===== src/rtl/comp_pair_monitor.sv =====
// comp_pair_monitor: watches a buf/not gate output pair (c, d) for loss of
// complementarity.
//   FILT_LEN consecutive equal samples raise a sticky fault. The block also
//   counts fault events and rising edges of c.
// Ports:
//   clk      - clock, rising edge
//   rstn     - synchronous active-low reset
//   c_in     - true output of the gate stage
//   d_in     - complement output of the gate stage
//   clr_err  - clears fault and fault_cnt
//   fault    - sticky flag, set when the pair loses complementarity
//   fault_cnt- saturating count of fault events
//   tog_cnt  - saturating count of rising edges of the sampled c
//   state    - FSM state: IDLE=0, OK=1, SUSPECT=2, FAULT=3
// Build option:
//   CPM_SYNC_EN adds a 2-flop synchronizer on c_in and d_in, which delays
//   every response by 2 cycles.
module comp_pair_monitor #(
   parameter int FILT_LEN = 2,
   parameter int CNT_W    = 8
) (
   input  logic             clk,
   input  logic             rstn,
   input  logic             c_in,
   input  logic             d_in,
   input  logic             clr_err,
   output logic             fault,
   output logic [CNT_W-1:0] fault_cnt,
   output logic [CNT_W-1:0] tog_cnt,
   output logic [1:0]       state
);

   typedef enum logic [1:0] {
      IDLE = 2'd0,
      OK   = 2'd1,
      SUSP = 2'd2,
      FLT  = 2'd3
   } st_t;

   localparam logic [3:0]       SLAST = 4'(FILT_LEN - 1);
   localparam logic [CNT_W-1:0] CMAX  = '1;

   logic c_s;
   logic d_s;

`ifdef CPM_SYNC_EN
   logic [1:0] csync_q;
   logic [1:0] dsync_q;

   always_ff @(posedge clk) begin
      if (!rstn) begin
         csync_q <= 2'b00;
         dsync_q <= 2'b00;
      end else begin
         csync_q <= {csync_q[0], c_in};
         dsync_q <= {dsync_q[0], d_in};
      end
   end

   assign c_s = csync_q[1];
   assign d_s = dsync_q[1];
`else
   assign c_s = c_in;
   assign d_s = d_in;
`endif

   logic eq;
   assign eq = (c_s == d_s);

   st_t              state_q, state_d;
   logic [3:0]       scnt_q, scnt_d;
   logic             fault_q, fault_d;
   logic [CNT_W-1:0] fcnt_q, fcnt_d;
   logic [CNT_W-1:0] tcnt_q, tcnt_d;
   logic             prevc_q;
   logic             seen_q;
   logic             event_s;

   // State register
   always_ff @(posedge clk) begin
      if (!rstn) begin
         state_q <= IDLE;
         scnt_q  <= 4'd0;
      end else begin
         state_q <= state_d;
         scnt_q  <= scnt_d;
      end
   end

   // Next-state logic
   always_comb begin
      state_d = state_q;
      scnt_d  = scnt_q;
      unique case (state_q)
         IDLE: begin
            if (!eq) state_d = OK;
         end
         OK: begin
            if (eq) begin
               state_d = SUSP;
               scnt_d  = 4'd1;
            end
         end
         SUSP: begin
            if (!eq) begin
               state_d = OK;
               scnt_d  = 4'd0;
            end else if (scnt_q == SLAST) begin
               state_d = FLT;
               scnt_d  = 4'd0;
            end else begin
               scnt_d = scnt_q + 4'd1;
            end
         end
         FLT: begin
            if (!eq) state_d = OK;
         end
      endcase
   end

   // Output / counter logic; a fault event beats a coincident clear
   always_comb begin
      event_s = (state_q == SUSP) && eq && (scnt_q == SLAST);
      fault_d = fault_q;
      fcnt_d  = fcnt_q;
      tcnt_d  = tcnt_q;
      if (event_s) begin
         fault_d = 1'b1;
         if (clr_err)
            fcnt_d = {{(CNT_W-1){1'b0}}, 1'b1};
         else if (fcnt_q != CMAX)
            fcnt_d = fcnt_q + 1'b1;
      end else if (clr_err) begin
         fault_d = 1'b0;
         fcnt_d  = '0;
      end
      // seen_q masks the first sample after reset
      if (seen_q && c_s && !prevc_q && (tcnt_q != CMAX))
         tcnt_d = tcnt_q + 1'b1;
   end

   always_ff @(posedge clk) begin
      if (!rstn) begin
         fault_q <= 1'b0;
         fcnt_q  <= '0;
         tcnt_q  <= '0;
         prevc_q <= 1'b0;
         seen_q  <= 1'b0;
      end else begin
         fault_q <= fault_d;
         fcnt_q  <= fcnt_d;
         tcnt_q  <= tcnt_d;
         prevc_q <= c_s;
         seen_q  <= 1'b1;
      end
   end

   assign fault     = fault_q;
   assign fault_cnt = fcnt_q;
   assign tog_cnt   = tcnt_q;
   assign state     = state_q;

endmodule

===== config.mk =====
export PLATFORM = sky130hd
export DESIGN_NAME = comp_pair_monitor
export DESIGN_NICKNAME = d
export VERILOG_FILES = /design/src/rtl/comp_pair_monitor.sv
export SDC_FILE = /design/constraint.sdc
export NUM_CORES = 1
export LEC_CHECK = 0
export CAP_MARGIN = 25
export CELL_PAD_IN_SITES_DETAIL_PLACEMENT = 2
export CELL_PAD_IN_SITES_GLOBAL_PLACEMENT = 2
export CORE_ASPECT_RATIO = 0.75
export CORE_UTILIZATION = 31
export DETAILED_ROUTE_END_ITERATION = 7
export PLACE_DENSITY_LB_ADDON = 0.12
export SYNTH_ARGS = -nofsm -noshare
export SYNTH_HDL_FRONTEND = slang
export SYNTH_SLANG_ARGS = --single-unit

===== constraint.sdc =====
create_clock -name clk -period 2.27 [get_ports clk]
set_input_delay 0.454 -clock clk [delete_from_list [all_inputs] [get_ports clk]]
set_output_delay 0.454 -clock clk [all_outputs]
set_load 0.03 [all_outputs]

==> metrics.yaml, run 1 <==
status: "complete, no violations"
finalSetupTns_ns: 0
grt_first_pass_wirelength_um: 6561
cts-resized-gates: 0
routabilityCongestion: 0.7196
die_x_um: 77.03
die_area_mm2: 0.004488
fin_nets: 190
drt-total-wl_um: 3768
hold_path.class: "reg -> reg"
final_layout_size_suffix_gt1_share_pct: 8.427
initial_core_util_pct: 32.28
die_h_um: 58.27
p_comb_share_pct: 27.3
grt_pass1_vias: 1287
cts_buffers: 3
grt_use_total_pct: 19.27
busiest_layer: "met2"
synth_warnings: 0
end_kind: "flop"
postCtsHoldBufs: 0
netlist_instances: 148
power_leakage_nw: 0.5928
viasPerCell: 5.215
grt_max_degree: 15
hold_violations: 0
synth-edff-count: 0
grtUsageMet3_pct: 4.882
fin_hold_ws_ns: 0.5206
dp_hpwl_um: 2949
cap_violations: 0
coreArea_mm2: 0.004054
p_switching_mw: 0.3603
maxSlewViolCount: 0
rsz0062_at_grt: "false"
multi_input_area_um2: 755.7
cp.required_ns: 2.43
intPower_mw: 0.7116
postSynth.asyncResetShare_pct: 0
setup_viol: 0
htreeDepth: 1
cts_buffer_depth: 2
peakVddDrop_uv: 381.0
layout_min_cycle_time_ns: 1.916
clk_pin_slew_ns: 0.10
grt_overflow: 0
antenna_found_initial: 0
slew_headroom_pct: 74.26
avgSynthCellArea_um2: 8.843
slowest_stage: "clkdlybuf4s50_1"
fin_worst_skew_ns: 0.007799
diodes: 0
regArea_um2: 500.5
final_util_pct: 41.54
fill_cells: 474
clockPowerShare_pct: 26.2
clock_latency_ns: 0.28
switching_share_pct: 33.62
netlist_area_mm2: 0.001309
yosys_register_bits: 25
vias: 1215
wl_per_cell_um: 16.17
cts_sinks: 25
ioPinCount: 24
firstDrtPassIters: 3
start_kind: "primary input"
power_density_mw_per_mm2: 636.5
seq_power_share_pct: 46.5
ant_nets: 0
clock-root-buffer: "clkbuf_8"
slowest_delay_ns: 0.65
synth_cell_types: 41
total_power_mw: 1.072
post_cts_buffers: 0
worstPathCellList: "clkdlybuf4s50_1 -> and3b_1 -> nand3_1 -> o311ai_0 -> o41ai_1"
io_buffers: 23
synth_nets: 159
crit_type: "in -> reg"
cts_tree: "done"
synthFlopType: "dfxtp_1"
synthToLayoutAreaGrowth_pct: 28.68
cp.arrival_ns: 2.07
use_met1_pct: 24.73
yosysSeqAreaShare_pct: 38.24
worst_pin_slew_ns: 0.3849
fmax_mhz: 521.9
num_rows: 20
first_iter_violations: 51
use_met2_pct: 32.14
worstPathMaxFanout: 5
post-route-drc-count: 0
post-route-period-util_pct: 84.40
[worst paths after layout]
check | depth (start not counted) | endpoint | from | slack (ns)
worst min-delay path | 2 | tog_cnt[7]$_SDFFE_PN0P_ | tog_cnt[7]$_SDFFE_PN0P_ | 0.52
worst max register to register | 5 | fault_cnt[7]$_SDFFE_PN0P_ | scnt_q[0]$_SDFFE_PN0P_ | 0.46
worst min register to register | 2 | tog_cnt[7]$_SDFFE_PN0P_ | tog_cnt[7]$_SDFFE_PN0P_ | 0.52
worst max-delay path | 5 | tog_cnt[6]$_SDFFE_PN0P_ | c_in | 0.35
[worst max-delay path: cells and delay by family]
kind / cells / cell delay, ns
AOI/OAI and AO/OA: 2 / 0.54
and+or+nand+nor: 2 / 0.42
buffers and inverters: 1 / 0.65
[power groups by stage]
| stage | sequential [mW] | combinational, mW | clock, mW |
|---|---|---|---|
| 4_1_cts | 0.500 | 0.297 | 0.293 |
| 6_report | 0.499 | 0.292 | 0.281 |
| 3_5_place_dp | 0.509 | 0.292 | 0 |
| 3_3_place_gp | 0.506 | 0.277 | 0 |
| 5_1_grt | 0.504 | 0.326 | 0.310 |
| 2_1_floorplan | 0.527 | 0.169 | 0 |
[metal layers]
metal,wire length (µm),vias up
li1,-,603
met2,1753,15
met5,0,-
met4,40,0
met3,115,4
met1,1859,593
[cell usage after synthesis (3+ instances only)]
| library cell | number | area [µm²] |
|---|---|---|
| and3b_1 | 3 | 26.28 |
| a21oi_1 | 10 | 50.05 |
| and3_1 | 3 | 18.77 |
| ha_1 | 6 | 75.07 |
| nor3_1 | 4 | 20.02 |
| dfxtp_1 | 25 | 500.5 |
| nand4_1 | 5 | 31.28 |
| clkbuf_1 | 3 | 11.26 |
| nor2b_1 | 3 | 18.77 |
| nand3_1 | 9 | 45.04 |
| mux2i_1 | 3 | 30.03 |
| a211oi_1 | 4 | 30.03 |
| nor2_1 | 8 | 30.03 |
| inv_1 | 8 | 30.03 |
| and2_1 | 4 | 25.02 |
| nand2_1 | 9 | 33.78 |
| o21ai_0 | 7 | 35.03 |
| xnor2_1 | 4 | 35.03 |
[layout by cell type, fill, tap and decap left out, drive strengths merged, types with 2 or more instances in the layout]
cell type	count
nor2	8
xor2	2
nand2	9
nand4	5
a21oi	10
o211ai	2
and3	3
o31ai	2
and3b	3
nand3	9
or4	2
inv	8
nand2b	2
xnor2	5
ha	6
mux2i	3
and2	4
clkbuf	3
or3	2
nor2b	3
dfxtp	25
a211oi	4
o21ai	9
nor3	4
clkdlybuf4s50	23
buf	7
nand3b	2
[cell families after synthesis]
| family | count (synthesis) | synth area share [%] |
|---|---|---|
| flip-flops | 25 | 38.24 |
| XOR/XNOR | 7 | 6.119 |
| AO/OA/AOI/OAI | 35 | 17.50 |
| adder cells (fa/ha/maj) | 6 | 5.736 |
| buffers and inverters | 12 | 4.015 |
| AND/OR/NAND/NOR | 60 | 26.10 |
| multiplexers | 3 | 2.295 |
[metrics by stage]
| stage | std cells | worst slack [ns] | cell area (µm²) |
|---|---|---|---|
| floorplan | 148 | 0.2948 | 1309 |
| global placement | 229 | 0.1728 | 1638 |
| detailed placement | 229 | 0.01794 | 1638 |
| CTS | 233 | 0.3409 | 1684 |
| global route | 233 | 0.2747 | 1684 |
| finish | 233 | 0.3540 | 1684 |
[sequential cells by signal (all words and copies together) (netlist names)]
register	cells
tog_cnt	8
fault_cnt	8
prevc_q	1
seen_q	1
scnt_q	4
state	2
fault	1
[area by class of cell]
| cell class | instances | area share [%] |
|---|---|---|
| timing repair buffer | 30 | 16.79 |
| inverter | 8 | 1.783 |
| multi-input combinational | 111 | 44.87 |
| clock buffer | 3 | 2.452 |
| clock inverter | 1 | 0.2972 |
| sequential | 25 | 29.72 |
| tap | 55 | 4.086 |
Note: power is estimated with default switching activity, not from simulation.
==> inputs of run 2 (changes only) <==
clock period = 1.9 ns   (was 2.27 ns; I/O delays follow)
==> metrics.yaml, run 2 (same netlist as run 1, synthesis figures left out) <==
worstPathMaxFanout: 6
postCtsHoldBufs: 0
end_kind: "flop"
grt_first_pass_wirelength_um: 6334
finalNonFillerCells: 240
synthToLayoutAreaGrowth_pct: 33.27
worstPathCellList: "clkdlybuf4s50_1 -> buf_4 -> xor2_1 -> buf_4 -> nor3_1 -> o21ai_1 -> nor2_1"
clock_latency_ns: 0.27
post-route-period-util_pct: 95.76
coreArea_mm2: 0.004054
diodes: 0
maxSlewViolCount: 0
slowest_stage: "clkdlybuf4s50_1"
ioPinCount: 24
htreeDepth: 1
wl_per_cell_um: 15.95
use_met1_pct: 22.24
rsz0062_at_grt: "false"
hold_violations: 0
hold_path.class: "reg -> reg"
initial_core_util_pct: 32.28
vias: 1242
cts_buffers: 3
io_buffers: 23
worst_pin_slew_ns: 0.4036
cp.arrival_ns: 1.97
clk_pin_slew_ns: 0.09
crit_type: "in -> reg"
place_inst: 236
fill_cells: 467
grtUsageMet3_pct: 3.937
power_leakage_nw: 0.6440
power_density_mw_per_mm2: 731.1
cts-resized-gates: 0
first_iter_violations: 16
final_cell_mix: "dfxtp_1 (24), clkdlybuf4s50_1 (22), buf_4 (14)"
reg2reg_slack_ns: 0.10
setup_viol: 0
multi_input_area_um2: 760.7
cp_num_buf_inv: 3
dp_hpwl_um: 2984
timing.final.ws_setup_ns: 0.08060
layout_min_cycle_time_ns: 1.819
slew_headroom_pct: 73.03
grt_overflow: 0
path_common_cell: "buf_4"
final_layout_size_suffix_gt1_share_pct: 12.43
drt-total-wl_um: 3829
use_met2_pct: 33.55
die_x_um: 77.03
post-route-drc-count: 0
fin_nets: 197
design_area_mm2: 0.001744
layout_commonest_cell: "dfxtp_1"
cts_sinks: 25
die_h_um: 58.27
clock-root-buffer: "clkbuf_8"
fmax_mhz: 549.6
status: "complete, no violations"
place_ws_ns: -0.2248
die_area_mm2: 0.004488
grt_max_degree: 14
grt_pass1_vias: 1290
ant_nets: 0
cts_tree: "done"
start_kind: "primary input"
fin_worst_skew_ns: 0.005629
path_delay_family: "buffers and inverters"
cap_violations: 0
cp.required_ns: 2.05
busiest_layer: "met2"
firstDrtPassIters: 4
num_rows: 20
grt_use_total_pct: 18.30
routabilityCongestion: 0.8115
place_area_mm2: 0.001692
cts_buffer_depth: 2
viasPerCell: 5.175
peakVddDrop_uv: 361.7
antenna_found_initial: 0
regArea_um2: 501.7
post_cts_buffers: 0
slowest_delay_ns: 0.61
## run 2: power by group
group | internal (mW) | leakage [nW] | switching, mW
clock network | 0.150 | 0.0228 | 0.165
logic | 0.153 | 0.418 | 0.211
registers | 0.559 | 0.203 | 0.0374
## run 2: cell type report
class | instances | share of cell area, %
inverters | 8 | 1.722
repair buffers | 37 | 19.37
clock buffers | 4 | 2.583
well taps | 55 | 3.945
flip-flops and latches | 25 | 28.77
multi-input cells | 111 | 43.62
## run 2: path summary, 6_finish.rpt
| kind | from | endpoint | cells after the start |
|---|---|---|---|
| worst max-delay path | c_in | scnt_q[2]$_SDFFE_PN0P_ | 7 |
| worst min-delay path | tog_cnt[7]$_SDFFE_PN0P_ | tog_cnt[7]$_SDFFE_PN0P_ | 2 |
| worst max register to register | state[0]$_SDFFE_PN0P_ | fault_cnt[7]$_SDFFE_PN0P_ | 6 |
| worst min register to register | tog_cnt[7]$_SDFFE_PN0P_ | tog_cnt[7]$_SDFFE_PN0P_ | 2 |
## run 2: per-layer routing
metal  routed length [µm]  vias up
met2                 1870       14
met5                    0        -
met3                  103        2
met4                   16        0
met1                 1839      610
li1                     -      616
## run 2: worst reg2reg max path: cells and delay by family, from the launching register on
| family | cells | cell delay [ns] |
|---|---|---|
| buf+inv | 1 | 0.07 |
| fa+ha+maj | 1 | 0.23 |
| simple gates | 2 | 0.82 |
| compound gates | 2 | 0.27 |
| flops | 1 | 0.35 |
## run 2: stage by stage
stage	setup TNS [ns]	hold slack, ns	utilization, %	total power [mW]
floorplan	0	0.4077	-	0.8330
global placement	-0.9133	0.4862	41.73	0.9479
detailed placement	-1.622	0.4965	41.73	0.9716
CTS	0	0.5141	42.84	1.298
global route	0	0.5405	43.02	1.352
finish	0	0.5133	43.02	1.275
